[src/rtl/ext_trig_xcvr.sv]
// ext_trig_xcvr: multi-channel external trigger transceiver.
//
// Each channel drives the shared external trigger pad from the MAROC pixel
// trigger and receives triggers from the same pad. The pad's IOBUF primitive
// is instantiated by the top level, which wires ext_trig_o/_t/_i to it.
//
// TX: a rising edge of pixel_trig (with TX enabled) drives the pad low-Z
//     (ext_trig_t = 0) for STRETCH cycles. A new edge during the drive reloads
//     the stretch counter. When the drive ends, a HOLDOFF window starts.
// RX: the pad input is synchronised (2 FFs) and glitch filtered. A filtered
//     rising level is reported as a one-cycle ext_trig_rx pulse and counted,
//     unless RX is disabled, the channel is driving, or holdoff is running.
//
// Ports:
//   clk          system clock
//   rst_n        asynchronous active-low reset
//   mode         per channel {rx_en, tx_en} in bits [2c+1:2c]
//   pixel_trig   per-channel MAROC trigger, synchronous to clk
//   cnt_clr      synchronous clear of all rx_count fields
//   ext_trig_i   pad input from IOBUF O (asynchronous)
//   ext_trig_o   pad data to IOBUF I (always drive high)
//   ext_trig_t   pad tristate to IOBUF T (1 = hi-Z, 0 = drive)
//   ext_trig_rx  one-cycle pulse per accepted received trigger
//   tx_busy      high while the channel drives the pad
//   rx_count     saturating per-channel RX count, channel c at [(c+1)*CNT_W-1:c*CNT_W]

module ext_trig_xcvr #(
    parameter int unsigned N_CH    = 4,
    parameter int unsigned STRETCH = 8,
    parameter int unsigned HOLDOFF = 4,
    parameter int unsigned FILT    = 3,
    parameter int unsigned CNT_W   = 16
) (
    input  logic                    clk,
    input  logic                    rst_n,
    input  logic [2*N_CH-1:0]       mode,
    input  logic [N_CH-1:0]         pixel_trig,
    input  logic                    cnt_clr,
    input  logic [N_CH-1:0]         ext_trig_i,
    output logic [N_CH-1:0]         ext_trig_o,
    output logic [N_CH-1:0]         ext_trig_t,
    output logic [N_CH-1:0]         ext_trig_rx,
    output logic [N_CH-1:0]         tx_busy,
    output logic [N_CH*CNT_W-1:0]   rx_count
);

    localparam int unsigned StretchW = $clog2(STRETCH + 1);
    localparam int unsigned HoldW    = (HOLDOFF > 0) ? $clog2(HOLDOFF + 1) : 1;
    localparam int unsigned FiltW    = $clog2(FILT + 1);

    localparam logic [StretchW-1:0] StretchVal = StretchW'(STRETCH);
    localparam logic [HoldW-1:0]    HoldVal    = HoldW'(HOLDOFF);
    localparam logic [FiltW-1:0]    FiltVal    = FiltW'(FILT);
    localparam logic [CNT_W-1:0]    CntMax     = '1;

    // The pad is only ever driven high; the tristate control does the work.
    assign ext_trig_o = '1;

    for (genvar c = 0; c < N_CH; c++) begin : g_ch
        logic                tx_en;
        logic                rx_en;
        logic                tx_edge;

        logic                pix_q;
        logic [StretchW-1:0] drv_cnt_q, drv_cnt_d;
        logic [HoldW-1:0]    hold_cnt_q, hold_cnt_d;
        logic                t_q, t_d;
        logic                busy_q, busy_d;

        logic                sync1_q, sync2_q;
        logic                filt_q, filt_d;
        logic [FiltW-1:0]    fcnt_q, fcnt_d;
        logic                rx_q, rx_d;
        logic [CNT_W-1:0]    cnt_q, cnt_d;

        assign tx_en   = mode[2*c];
        assign rx_en   = mode[2*c+1];
        assign tx_edge = pixel_trig[c] & ~pix_q;

        // TX stretch and holdoff counters.
        always_comb begin
            drv_cnt_d  = drv_cnt_q;
            hold_cnt_d = hold_cnt_q;

            if (drv_cnt_q != '0) begin
                drv_cnt_d = drv_cnt_q - StretchW'(1);
            end
            if (!tx_en) begin
                // Disabling TX cuts an active drive short at the next edge.
                drv_cnt_d = '0;
            end else if (tx_edge) begin
                drv_cnt_d = StretchVal;
            end

            if (hold_cnt_q != '0) begin
                hold_cnt_d = hold_cnt_q - HoldW'(1);
            end
            // Holdoff starts whenever a drive finishes, however it finished.
            if ((drv_cnt_q != '0) && (drv_cnt_d == '0)) begin
                hold_cnt_d = HoldVal;
            end

            t_d    = (drv_cnt_d == '0);
            busy_d = (drv_cnt_d != '0);
        end

        // RX glitch filter, accept qualification and saturating counter.
        // The level flips on the edge after the run counter has reached FILT,
        // provided the synchronised sample still disagrees with the level.
        always_comb begin
            filt_d = filt_q;
            fcnt_d = '0;
            if (sync2_q != filt_q) begin
                if (fcnt_q == FiltVal) begin
                    filt_d = sync2_q;
                end else begin
                    fcnt_d = fcnt_q + FiltW'(1);
                end
            end

            // A rise seen while suppressed is dropped for good: the filter
            // level is already high when suppression lifts.
            rx_d = ~filt_q & filt_d & rx_en & ~busy_q & (hold_cnt_q == '0);

            cnt_d = cnt_q;
            if (cnt_clr) begin
                cnt_d = '0;
            end else if (rx_d && (cnt_q != CntMax)) begin
                cnt_d = cnt_q + CNT_W'(1);
            end
        end

        always_ff @(posedge clk or negedge rst_n) begin
            if (!rst_n) begin
                pix_q      <= 1'b0;
                drv_cnt_q  <= '0;
                hold_cnt_q <= '0;
                t_q        <= 1'b1;
                busy_q     <= 1'b0;
                sync1_q    <= 1'b0;
                sync2_q    <= 1'b0;
                filt_q     <= 1'b0;
                fcnt_q     <= '0;
                rx_q       <= 1'b0;
                cnt_q      <= '0;
            end else begin
                pix_q      <= pixel_trig[c];
                drv_cnt_q  <= drv_cnt_d;
                hold_cnt_q <= hold_cnt_d;
                t_q        <= t_d;
                busy_q     <= busy_d;
                sync1_q    <= ext_trig_i[c];
                sync2_q    <= sync1_q;
                filt_q     <= filt_d;
                fcnt_q     <= fcnt_d;
                rx_q       <= rx_d;
                cnt_q      <= cnt_d;
            end
        end

        assign ext_trig_t[c]                = t_q;
        assign tx_busy[c]                   = busy_q;
        assign ext_trig_rx[c]               = rx_q;
        assign rx_count[c*CNT_W +: CNT_W]   = cnt_q;
    end

endmodule

[config.mk]
export PLATFORM = sky130hd
export DESIGN_NAME = ext_trig_xcvr
export DESIGN_NICKNAME = d
export VERILOG_FILES = /design/src/rtl/ext_trig_xcvr.sv
export SDC_FILE = /design/constraint.sdc
export NUM_CORES = 1
export LEC_CHECK = 0
export ABC_AREA = 1
export CORE_MARGIN = 8
export CORE_UTILIZATION = 25
export CTS_BUF_LIST = sky130_fd_sc_hd__clkbuf_2 sky130_fd_sc_hd__clkbuf_4 sky130_fd_sc_hd__clkbuf_8
export CTS_CLUSTER_DIAMETER = 200
export CTS_CLUSTER_SIZE = 28
export DETAILED_ROUTE_END_ITERATION = 10
export HOLD_SLACK_MARGIN = 0.03
export PLACE_DENSITY = 0.43
export SYNTH_ARGS = -nofsm -noshare
export SYNTH_HDL_FRONTEND = slang
export SYNTH_SLANG_ARGS = --single-unit
[constraint.sdc]
create_clock -name clk -period 1.8 [get_ports clk]
set_input_delay 0.18 -clock clk [delete_from_list [all_inputs] [get_ports clk]]
set_output_delay 0.18 -clock clk [all_outputs]
set_load 0.02 [all_outputs]
==> impl_metrics.csv, run 1 <==
group,metric,value,unit
cts,insertion_delay,0.47,ns
placement,pre_cts_ws,0.0754,ns
timing,rsz0062_at_grt,"false",
placement,gp_congestion,0.765,
timing,max_freq,575,MHz
setup_path,worst-path-buf-inv,1,
setup_path,critPathCaptureType,"output port",
final_layout,drive_above_1_share,0.148,
hold_path,min-delay-path-class,"in2reg",
power,ir_drop,0.644,mV
placement,place_inst,1450,
timing,fin_ws,0.0603,ns
die,die_area,34700,um2
placement,dp_hpwl,14600,um
timing,hold_viol,0,
routing,route.final.wire_length,20300,um
cts,cts-buffers-inserted,17,
routing,detail-route-antenna-nets,0,
routing,dr.pass1.iters,7,
timing,tightestPinTransition,0.545,ns
setup_path,start_kind,"flip-flop",
global_routing,grt-ovfl-total,0,
routing,drt_iter0_markers,303,
synthesis,synth_area,7240,um2
setup_path,worstSetupPathType,"reg2out",
synthesis,syn_inst,928,
cts,cts_root_buf,"clkbuf_8",
setup_path,cp.required,1.62,ns
die,row_count,62,
cts,clock-sinks,128,
synthesis,synth_edf_count,0,
final_layout,nFillCells,3017,
die,die_h,186,um
global_routing,grt_pass1_wl,33700,um
power,power_density,980,nW/um2
power,power_leakage,5.02,nW
job,maxCapViolCount,0,
final_layout,fin_cells,1489,
global_routing,grt_max_degree,60,
setup_path,critPathMaxFanout,1,
timing,fin_crit,1.74,ns
cts,cts_buffer_depth,2,
synthesis,ys_types,36,
setup_path,path_cells,"clkdlybuf4s50_1",
timing,max-slew-margin-rel,0.634,
synthesis,async_flop_share,1.00,
status,status,"finished clean",
synthesis,yosys.area.top_type,"dfrtp_1",
placement,numPortBuffers,94,
cts,clkTransAtPathRegs,0.08,ns
setup_path,worst_path_largest_cell_delay,0.59,ns
synthesis,ys_seq_area_frac,0.443,
die,core_region_area,28600,um2
timing,setup_tns,0,ns
synthesis,ys_warn_count,0,
setup_path,crit_slowest_cell,"clkdlybuf4s50_1",
synthesis,ys_ff_latch,128,
setup_path,critPathTopFamily,"buffers and inverters",
die,io_pins,99,
cts,htreeDepth,4,
synthesis,synth_area_per_cell,7.80,um2
routing,via_per_inst,4.28,
timing,fin_skew,0.0221,ns
power,total_power,9.38,mW
timing,finalSetupViolCount,0,
synthesis,synthTopCellsByArea,"dfrtp_1 43%, nand2_1 14%, nand3_1 5.9%, inv_1 5.8%, nor2_1 4.7%",
global_routing,grt_antenna_before_repair,0,
setup_path,crit_arrival,1.56,ns
global_routing,grt_pass1_vias,6534,
final_layout,area.sequential,3210,um2
timing,period_share,0.966,
global_routing,grt_usage,0.123,
final_layout,multi_input_area,3420,um2
routing,drc,0,
synthesis,yosysTopAreaCellShare,0.429,
final_layout,syn2layout_area_growth,32.1,%
routing,vias,6368,
synthesis,synthFlopType,"dfrtp_1",
die,dieWidth,186,um
timing,maxSlewViolCount,0,
final_layout,diodes,0,
final_layout,nets,1131,
die,start_util,0.253,
cts,cts_tree,"built",
routing,post_drt_wl_per_cell,13.6,um
[where the power goes]
group	total (mW)	internal, mW	switching, mW
clock	2.88	1.61	1.27
combinational	2.77	1.11	1.65
sequential	3.73	3.43	0.304
[per-layer routing]
layer | up-vias | track usage | share of wire
met5 | - | 0 | 0
met4 | 0 | 0.0391 | 0.010
met3 | 16 | 0.0307 | 0.046
met2 | 95 | 0.201 | 0.47
met1 | 2956 | 0.158 | 0.48
li1 | 3301 | - | -
[area by class of cell]
type / count / area share
multi-input combinational: 659 / 0.357
sequential: 128 / 0.335
timing repair buffer: 173 / 0.166
tap: 384 / 0.0502
inverter: 113 / 0.0443
clock buffer: 20 / 0.0281
clock inverter: 12 / 0.0191
[path summary, 6_finish.rpt]
| path | start | endpoint | cells past startpoint | slack, ns |
|---|---|---|---|---|
| worst max register to register | g_ch[0].cnt_q[0]$_DFFE_PN0P_ | g_ch[0].cnt_q[12]$_DFFE_PN0P_ | 10 | 0.14 |
| worst min-delay path | ext_trig_i[3] | g_ch[3].sync1_q$_DFF_PN0_ | 1 | 0.15 |
| min in group asynchronous | rst_n | g_ch[3].cnt_q[8]$_DFFE_PN0P_ | 2 | 0.24 |
| worst max-delay path | g_ch[0].t_q$_DFF_PN1_ | ext_trig_t[0] | 1 | 0.06 |
| worst min register to register | g_ch[1].sync1_q$_DFF_PN0_ | g_ch[1].sync2_q$_DFF_PN0_ | 0 | 0.35 |
| max in group asynchronous | rst_n | g_ch[1].t_q$_DFF_PN1_ | 3 | 0.89 |
[cell families (layout without fill, tap and decap cells)]
kind of cell             count (synthesis)  count (layout)  synth area share
AO/OA/AOI/OAI                           45              45            0.0394
AND/OR/NAND/NOR                        559             561             0.355
XOR/XNOR                                29              29            0.0351
adder cells (fa/ha/maj)                 20              20            0.0346
flip-flops                             128             128             0.443
other                                    1               4          0.000518
buffers and inverters                  146             318            0.0921
[cells in the mapped netlist, types with 6 or more instances]
library cell,instances
nand2_1,270
dfrtp_1,124
inv_1,111
nor2_1,91
nand3_1,86
nand4_1,53
ha_1,20
buf_4,18
xor2_1,18
o21ai_0,15
nor3_1,13
o21bai_1,12
nand3b_1,11
xnor2_1,11
nor2_4,8
or2_2,7
a21oi_1,6
nand2_2,6
o21ai_1,6
[metrics by stage]
step / utilization / hold WS, ns / area, um2
floorplan: - / -0.116 / 7250
global route: 0.334 / 0.118 / 9570
detailed placement: 0.316 / 0.169 / 9050
CTS: 0.330 / 0.0979 / 9460
finish: 0.334 / 0.152 / 9570
global placement: 0.316 / 0.169 / 9050
[flip-flops by register name, indices dropped and copies added (netlist names), 8 cells and up]
name             cells
g_ch.drv_cnt_q      16
g_ch.cnt_q          64
g_ch.hold_cnt_q     12
g_ch.fcnt_q          8
[layout by cell type (no fill, tap or decap), drive strengths merged]
cell and instances:
a21oi 6, and2 3, buf 79, bufinv 4
clkbuf 20, clkdlybuf4s50 36, clkinv 4, clkinvlp 3
conb 4, dfrtp 124, dfstp 4, dlygate4sd2 43
dlygate4sd3 1, dlymetal6s2s 14, ha 20, inv 114
nand2 276, nand3 87, nand3b 11, nand4 53
nor2 109, nor3 14, nor4 1, o21ai 27
o21bai 12, or2 7, xnor2 11, xor2 18
[what timing repair did]
| action | CTS | global route |
|---|---|---|
| setup endpoints to repair | 43 | 67 |
| hold buffers | 1 | 0 |
| gates resized for setup | 43 | 22 |
| endpoints found under the hold margin | 38 | 0 |
| cloned | 0 | 2 |
| buffers inserted | 0 | 4 |
| pin swaps | 0 | 7 |
No activity file was read; power rests on OpenSTA's default activity.
==> run 2: changes to the inputs <==
SLEW_MARGIN = 30   (was default)
==> results of run 2 <==
Final layout, timing and power as in run 1 (identical DEF).
==> run 3: changes to the inputs <==
GPL_TIMING_DRIVEN = 0   (was default)
==> run 3 against run 2 <==
  * First-iteration DRC count fell by 0.99%
  * Core utilization barely moved
  * Die area unchanged
  * Cell count decreased by 1.2%
  * Worst setup slack gained 0.020 ns
  * Global-route usage shrank 0.22 points
  * Clock-buffer cell count grew 3
  * Critical path type unchanged
  * Critical endpoint is now rx_count[22]
  * Largest power group unchanged
==> impl_metrics.csv, run 3 (synthesis results as in run 1) <==
group,metric,value,unit
final_layout,layout_common_cells,"268 x nand2_1, 114 x dfrtp_1, 109 x inv_1",
final_layout,largest-register,"g_ch.cnt_q",
timing,maxSlewViolCount,0,
timing,fin_crit,1.72,ns
setup_path,worstSetupPathType,"reg2out",
die,dieWidth,186,um
global_routing,grt_pass1_vias,6151,
die,core_region_area,28600,um2
placement,place_inst,1409,
setup_path,worst-path-buf-inv,1,
status,status,"finished clean",
setup_path,critPathMaxFanout,5,
timing,fin_skew,0.0160,ns
setup_path,critPathTopFamily,"buffers and inverters",
timing,hold_slack,0.137,ns
power,total_power,9.47,mW
final_layout,drive_above_1_share,0.145,
power,clkPwrFrac,0.291,
setup_path,crit_slowest_cell,"clkdlybuf4s50_1",
power,power_leakage,5.03,nW
timing,max-slew-margin-rel,0.482,
setup_path,crit_arrival,1.54,ns
cts,insertion_delay,0.45,ns
power,seq_power_share,0.398,
timing,period_share,0.956,
final_layout,diodes,0,
final_layout,fin_cells,1471,
final_layout,syn2layout_area_growth,32.0,%
timing,max_freq,581,MHz
cts,clkTransAtPathRegs,0.08,ns
final_layout,nets,1113,
power,ir_drop,0.587,mV
final_layout,final_common_cell,"nand2_1",
global_routing,grt_pass1_wl,32800,um
routing,via_per_inst,4.29,
cts,cts_root_buf,"clkbuf_8",
placement,gp_congestion,0.789,
timing,tightestPinTransition,0.777,ns
routing,route.final.wire_length,20600,um
placement,numPortBuffers,93,
power,pwr-share-comb,0.311,
setup_path,start_kind,"flip-flop",
setup_path,cp.required,1.62,ns
cts,cts_tree,"built",
setup_path,worst_path_largest_cell_delay,0.66,ns
die,die_area,34700,um2
final_layout,largest_reg_flops,64,
global_routing,grt_max_degree,77,
cts,clock-sinks,128,
final_layout,nFillCells,3037,
global_routing,grt-ovfl-total,0,
final_layout,top_regs,"g_ch.cnt_q: 64 flops, g_ch.drv_cnt_q: 16 flops, g_ch.hold_cnt_q: 12 flops",
die,io_pins,99,
setup_path,critPathCaptureType,"output port",
routing,dr.pass1.iters,5,
cts,cts-buffers-inserted,17,
setup_path,path_cells,"clkdlybuf4s50_1",
hold_path,min-delay-path-class,"in2reg",
routing,post_drt_wl_per_cell,14.0,um
routing,drt_iter0_markers,300,
setup_path,ff2ff_setup_slack,0.10,ns
timing,hold_viol,0,
timing,finalSetupViolCount,0,
job,maxCapViolCount,0,
global_routing,grt_usage,0.121,
power,power_density,990,nW/um2
power,power_switching,3.25,mW
die,row_count,62,
routing,vias,6317,
cts,htreeDepth,4,
routing,drc,0,
routing,detail-route-antenna-nets,0,
power,intPower,6.22,mW
placement,dp_hpwl,14500,um
die,die_h,186,um
global_routing,grt_antenna_before_repair,0,
power,swShare,0.343,
die,start_util,0.253,
cts,cts_buffer_depth,2,
-- run 3: cell count changes in the layout (fill, tap and decap cells not counted), moves of 9 or more --
cell / change
dfrtp_1: -9
dfrtp_2: +9
dlygate4sd2_1: -18
buf_4: -28
dlymetal6s2s_1: +12
-- run 3: power groups by stage --
stage               combinational (mW)  clock [mW]  sequential [mW]
finish                            2.95        2.75             3.76
global route                      3.44        3.02             3.82
CTS                               2.87        2.89             3.75
detailed placement                2.87           0             3.79
global placement                  2.84           0             3.79
floorplan                         2.18           0             3.72
-- run 3: what timing repair did --
action	4_1_cts	5_1_grt
setup endpoints to repair	87	89
resized for setup	38	52
setup buffers	7	20
pin swaps	3	16
hold buffers	1	0
hold endpoints to repair	52	0
gates cloned	0	2
-- run 3: final timing paths --
kind / start / depth (start not counted) / endpoint
max in group asynchronous: rst_n / 3 / g_ch[2].cnt_q[11]$_DFFE_PN0P_
hold / removal: cnt_clr / 4 / g_ch[2].cnt_q[5]$_DFFE_PN0P_
setup / recovery: g_ch[1].cnt_q[6]$_DFFE_PN0P_ / 1 / rx_count[22]
min in group asynchronous: rst_n / 2 / g_ch[3].cnt_q[12]$_DFFE_PN0P_
hold reg to reg: g_ch[1].sync1_q$_DFF_PN0_ / 0 / g_ch[1].sync2_q$_DFF_PN0_
setup reg to reg: g_ch[3].cnt_q[0]$_DFFE_PN0P_ / 10 / g_ch[3].cnt_q[3]$_DFFE_PN0P_
-- run 3: final cells by class --
class	count	area (um2)	area share
buffer	33	260	0.0272
clock buffer	23	304	0.0318
clock inverter	9	130	0.0136
inverter	113	424	0.0444
multi-input combinational	657	3480	0.364
sequential	128	3220	0.337
tap	384	480	0.0503
timing repair buffer	124	1260	0.132
-- run 3: metal layers --
metal	share of wire	routed length, um	vias to the layer above	global-route usage
li1	-	-	3264	-
met1	0.46	9530	2922	0.154
met2	0.47	9580	114	0.198
met3	0.060	1240	17	0.0359
met4	0.010	215	0	0.0324
met5	0	0	-	0
-- run 3: metrics by stage --
step | instance area [um2] | TNS (ns) | worst slack [ns] | util
detailed placement | 8700 | -3.86 | -0.162 | 0.304
CTS | 9200 | 0 | 0.000180 | 0.321
global route | 9560 | -0.00740 | -0.00391 | 0.334
global placement | 8660 | -666.82 | -5.25 | 0.303
floorplan | 7250 | 0 | 0.103 | -
finish | 9560 | 0 | 0.0799 | 0.334
